## src/rtl/kpg_sub_unit.sv

```systemverilog
// Two-stage pipelined subtractor D = A - B = A + ~B + 1 on a KPG recursive-doubling carry network.
// Optional flag outputs (zero/neg/ovf) are built when KPG_SUB_FLAGS_EN is defined.
module kpg_sub_unit #(
  parameter int WIDTH = 32,
  parameter int TAG_W = 4
) (
  input  logic             clk,
  input  logic             rst_n,
  input  logic             in_valid,
  output logic             in_ready,
  input  logic [WIDTH-1:0] in_a,
  input  logic [WIDTH-1:0] in_b,
  input  logic [TAG_W-1:0] in_tag,
  output logic             out_valid,
  input  logic             out_ready,
  output logic [WIDTH-1:0] out_d,
  output logic             out_borrow,
`ifdef KPG_SUB_FLAGS_EN
  output logic             out_zero,
  output logic             out_neg,
  output logic             out_ovf,
`endif
  output logic [TAG_W-1:0] out_tag
);

  localparam int LEVELS = $clog2(WIDTH);

  logic             adv;
  logic             accept;
  logic             s1_valid;
  logic [WIDTH-1:0] s1_g;
  logic [WIDTH-1:0] s1_p;
  logic [TAG_W-1:0] s1_tag;

  logic [WIDTH-1:0] nb;
  logic [WIDTH-1:0] in_g;
  logic [WIDTH-1:0] in_p;
  logic [WIDTH-1:0] cg;
  logic [WIDTH-1:0] cp;
  logic [WIDTH-1:0] ng;
  logic [WIDTH-1:0] np;
  logic [WIDTH:0]   carry;
  logic [WIDTH-1:0] d_next;
  logic             borrow_next;

  assign adv      = ~out_valid | out_ready;
  assign in_ready = ~s1_valid | adv;
  assign accept   = in_valid & in_ready;

  // With carry-in fixed at 1, bit 0 emits a carry unless it kills, so its
  // pair is folded into a generate and the prefix spans only WIDTH positions.
  assign nb   = ~in_b;
  assign in_p = in_a ^ nb;
  always_comb begin
    in_g    = in_a & nb;
    in_g[0] = (in_a[0] & nb[0]) | in_p[0];
  end

  // NOTE: every combinational output gets a default before the loops so no
  // path through the block can leave a value held, which would infer a latch.
  always_comb begin
    cg = s1_g;
    cp = s1_p;
    ng = '0;
    np = '0;
    for (int l = 0; l < LEVELS; l++) begin
      ng = cg;
      np = cp;
      for (int i = (1 << l); i < WIDTH; i++) begin
        ng[i] = cg[i] | (cp[i] & cg[i - (1 << l)]);
        np[i] = cp[i] & cp[i - (1 << l)];
      end
      cg = ng;
      cp = np;
    end
    carry       = {cg, 1'b1};
    d_next      = s1_p ^ carry[WIDTH-1:0];
    borrow_next = ~carry[WIDTH];
  end

  // NOTE: state registers use non-blocking assignments so every flop samples
  // pre-edge values regardless of the order the simulator evaluates blocks.
  always_ff @(posedge clk or negedge rst_n) begin
    if (!rst_n) begin
      s1_valid <= 1'b0;
      s1_g     <= '0;
      s1_p     <= '0;
      s1_tag   <= '0;
    end else if (accept) begin
      s1_valid <= 1'b1;
      s1_g     <= in_g;
      s1_p     <= in_p;
      s1_tag   <= in_tag;
    end else if (adv) begin
      s1_valid <= 1'b0;
    end
  end

  always_ff @(posedge clk or negedge rst_n) begin
    if (!rst_n) begin
      out_valid  <= 1'b0;
      out_d      <= '0;
      out_borrow <= 1'b0;
      out_tag    <= '0;
    end else if (adv) begin
      out_valid <= s1_valid;
      if (s1_valid) begin
        out_d      <= d_next;
        out_borrow <= borrow_next;
        out_tag    <= s1_tag;
      end
    end
  end

`ifdef KPG_SUB_FLAGS_EN
  logic zero_next;
  logic neg_next;
  logic ovf_next;

  // A zero propagate bit at the msb means A and ~B agree there, i.e. A and B
  // differ in sign, and the generate bit then equals A's sign.
  assign zero_next = (d_next == '0);
  assign neg_next  = d_next[WIDTH-1];
  assign ovf_next  = ~s1_p[WIDTH-1] & (d_next[WIDTH-1] != s1_g[WIDTH-1]);

  always_ff @(posedge clk or negedge rst_n) begin
    if (!rst_n) begin
      out_zero <= 1'b0;
      out_neg  <= 1'b0;
      out_ovf  <= 1'b0;
    end else if (adv && s1_valid) begin
      out_zero <= zero_next;
      out_neg  <= neg_next;
      out_ovf  <= ovf_next;
    end
  end
`endif

endmodule

```

## config.mk

```make
export PLATFORM = sky130hd
export DESIGN_NAME = kpg_sub_unit
export DESIGN_NICKNAME = d
export VERILOG_FILES = /design/src/rtl/kpg_sub_unit.sv
export SDC_FILE = /design/constraint.sdc
export NUM_CORES = 1
export LEC_CHECK = 0
export BUFFER_PORTS_ARGS = -buffer_cell sky130_fd_sc_hd__buf_2
export CAP_MARGIN = 15
export CORE_ASPECT_RATIO = 1.5
export CORE_MARGIN = 4
export CORE_UTILIZATION = 30
export DETAILED_ROUTE_END_ITERATION = 10
export HOLD_SLACK_MARGIN = 0.06
export PLACE_DENSITY = 0.56
export SETUP_SLACK_MARGIN = 0.3
export SYNTH_ARGS = -nofsm -noshare
export SYNTH_HDL_FRONTEND = slang
export SYNTH_SLANG_ARGS = --single-unit
```

## constraint.sdc

```tcl
create_clock -name clk -period 5.1 [get_ports clk]
set_input_delay 0.51 -clock clk [delete_from_list [all_inputs] [get_ports clk]]
set_output_delay 0.51 -clock clk [all_outputs]
set_load 0.005 [all_outputs]
```

==> flow_summary_export.csv <==
group,metric,value,unit
setup_path,crit_slowest_cell,"a221oi_1",
setup_path,cp_common_cell,"o21ai_0",
floorplanning,die_w,120,microns
yosys,yosys-top-cells-area,"dfrtp_1 (48%), mux2_2 (14%), ha_1 (7.4%)",
placed_design,dp.cells,871,
clock_network,cts_buffers,9,
setup_path,worstPathCellList,"ha_1 -> o211ai_1 -> a21oi_1 -> nor2_1 -> o21ai_0 -> a221oi_1 -> o21ai_0 -> xnor2_1 -> o21ai_0",
finish,multi_input_area,0.00268,sq mm
yosys,synth.top_cell.area_share,47.9,%
global_routing,grt_overflow,0,
finish,final_util,36.9,%
sta,drv_slew,0,
sta,setup_slack,2660,ps
sta,tns,0,ps
setup_path,path_buf_inv,0,
clock_network,ctsResizeCount,0,
yosys,yosys_warnings,0,
status,outcome,"finished clean",
global_routing,grt_usage,12.7,%
route,drtIter0Drc,257,
floorplanning,start_util,30.8,%
setup_path,r2r_end,"out_d[18]$_DFFE_PN0P_",
setup_path,r2r_start,"s1_p[1]$_DFFE_PN0P_",
floorplanning,row_count,60,
route,vias_per_cell,4.71,
yosys,synth_top_flop_cell,"dfrtp_1",
yosys,synth.distinct_cells,46,
yosys,yosysMostFrequentCell,"dfrtp_1",
setup_path,cpLargestDelayFamily,"compound AO/OA/AOI/OAI gates",
sta,setup_viol_count_final,0,
finish,fill_cells,1881,
floorplanning,core_area,0.0182,sq mm
finish,antenna_cells,0,
setup_path,arrival,2640,ps
global_routing,antenna_found_initial,0,
sta,grt_setup_unrepaired,"false",
sta,max-slew-margin-rel,32.1,%
clock_network,cts_setup_buffers,0,
route,routed_wl,12.9,mm
placed_design,port_buffers,110,
route,vias,4181,
floorplanning,die_h,175,microns
route,drc_errors,0,
run,maxCapViolations,0,
sta,fin_crit_sh,47.8,%
setup_path,crit_end,"out_d[18]$_DFFE_PN0P_",
clock_network,ctsHoldBuffers,0,
yosys,synth_top_area_cell,"dfrtp_1",
min_path,hp-class,"in2async",
yosys,syn_inst,536,
sta,hold_viol_final,0,
setup_path,crit_fanout,4,
yosys,yosys-top-cells-count,"dfrtp_1 (107), mux2_2 (69), nand2_1 (68)",
clock_network,h-tree-depth,3,
yosys,synth.avg_cell_area,10.4,sq um
global_routing,grt_pass1_wl,21.5,mm
setup_path,cp.depth,9,
setup_path,startpoint,"s1_p[1]$_DFFE_PN0P_",
setup_path,critPathKind,"reg2reg",
clock_network,cts.sinks,107,
setup_path,endpoint_kind,"flop",
route,post_drt_wl_per_cell,14.5,microns
clock_network,cts_root_buf,"clkbuf_16",
floorplanning,io_pins,111,
placed_design,gp_congestion,0.845,
route,dr.pass1.iters,4,
setup_path,rrSetupSlack,2660,ps
route,ant_nets,0,
floorplanning,die_area,0.0209,sq mm
power_and_ir_drop,power,2.67,mW
finish,syn2layout_area_growth,19.7,%
finish,final_cells,887,
yosys,seq_area_frac_synth,47.9,%
yosys,syn_nets,641,
clock_network,cts_buffer_depth,2,
clock_network,cts_tree,"yes",
sta,period_minus_slack,2440,ps
sta,fmax,410,MHz
sta,finalClockSkew,8.14,ps
setup_path,ff2ff_path_depth,9,
global_routing,grt_pass1_vias,4319,
yosys,netlist_area,0.00560,sq mm
finish,drive_gt1_share,31.9,%
clock_network,clkLatencyLatePin,340,ps
setup_path,start_kind,"flop",
sta,tightestPinTransition,1010,ps
global_routing,grt_max_degree,63,
finish,fin_nets,739,
yosys,async_flop_share,100,%
yosys,synth_edf_count,0,
finish,seqCellArea,0.00268,sq mm
setup_path,required,5300,ps
placed_design,pre_cts_ws,2500,ps
power_and_ir_drop,leakage,3.28,nW
placed_design,place_hpwl,9.96,mm
clock_network,clkTransAtPathRegs,70,ps
power_and_ir_drop,power_density,398,mW/mm^2
setup_path,max_stage_delay,440,ps
yosys,ys_ff_latch,107,
power_and_ir_drop,ir_drop,0.000152,V
## where the power goes
| group | switching (mW) | internal [mW] | leakage [nW] |
|---|---|---|---|
| clock | 0.309 | 0.409 | 0.152 |
| combinational | 0.349 | 0.357 | 1.82 |
| sequential | 0.196 | 1.04 | 1.30 |
## cell families (layout without fill, tap and decap cells)
group | count (synthesis) | in the layout | synth area share [%]
AOI/OAI and AO/OA | 116 | 116 | 12.8
buffers and inverters | 65 | 168 | 4.41
and+or+nand+nor | 119 | 119 | 9.44
muxes | 70 | 70 | 14.1
adders and majority gates | 33 | 33 | 7.38
xor gates and xnor gates | 26 | 26 | 4.07
DFF | 107 | 107 | 47.9
## worst min path at each step
stage / to / slack, ps / depth (start not counted) / start
floorplan: out_borrow$_DFFE_PN0P_ / 210 / 0 / rst_n
global placement: out_tag[3]$_DFFE_PN0P_ / 450 / 2 / s1_tag[3]$_DFFE_PN0P_
CTS: out_d[12]$_DFFE_PN0P_ / 190 / 1 / rst_n
detailed placement: out_tag[0]$_DFFE_PN0P_ / 450 / 2 / s1_tag[0]$_DFFE_PN0P_
global route: s1_g[10]$_DFFE_PN0P_ / 210 / 1 / rst_n
finish: out_d[12]$_DFFE_PN0P_ / 170 / 1 / rst_n
## flip-flops by register name, summed over array words and instances (netlist names)
register    cells
out_tag         4
s1_g           32
s1_tag          4
out_d          32
out_valid       1
s1_valid        1
s1_p           32
out_borrow      1
## layout by cell type, fill, tap and decap left out, types with 2 or more instances in the layout
cell,count
a31oi_1,5
xnor2_1,14
o21ai_0,37
nor2_1,18
clkbuf_8,2
nand2_1,66
inv_1,39
nor3_1,4
mux2_2,69
o211ai_1,6
a21o_1,10
xor2_1,12
a211oi_1,5
a21oi_1,30
o21a_1,4
buf_2,109
buf_4,4
clkbuf_16,9
nand3_1,5
o21ai_1,2
and3_1,2
nand2b_1,4
and2_1,3
nand2_2,2
dfrtp_1,107
o2111ai_1,2
a221oi_1,2
ha_1,33
nand4_1,7
o21bai_1,3
nor2b_1,2
## layer usage
layer / up-vias / track usage, % / share of wire (%)
met5: - / 0 / 0
met4: 0 / 5.06 / 2.8
met3: 18 / 2.77 / 4.4
met2: 96 / 22.7 / 52
met1: 2014 / 14.6 / 40
li1: 2053 / - / -
## layout make-up
| type | count | share of cell area, % |
|---|---|---|
| sequential | 107 | 40.0 |
| multi-input combinational | 364 | 40.0 |
| timing repair buffer | 113 | 8.59 |
| tap | 248 | 4.63 |
| clock buffer | 11 | 3.77 |
| inverter | 39 | 2.19 |
| clock inverter | 5 | 0.897 |
## through the flow
stage | instance area, sq um | hold WS [ps]
2_1_floorplan | 5600 | 214
3_3_place_gp | 6390 | 447
3_5_place_dp | 6390 | 448
4_1_cts | 6700 | 187
5_1_grt | 6700 | 213
6_report | 6700 | 169
Power figures use the tool's default switching activity.
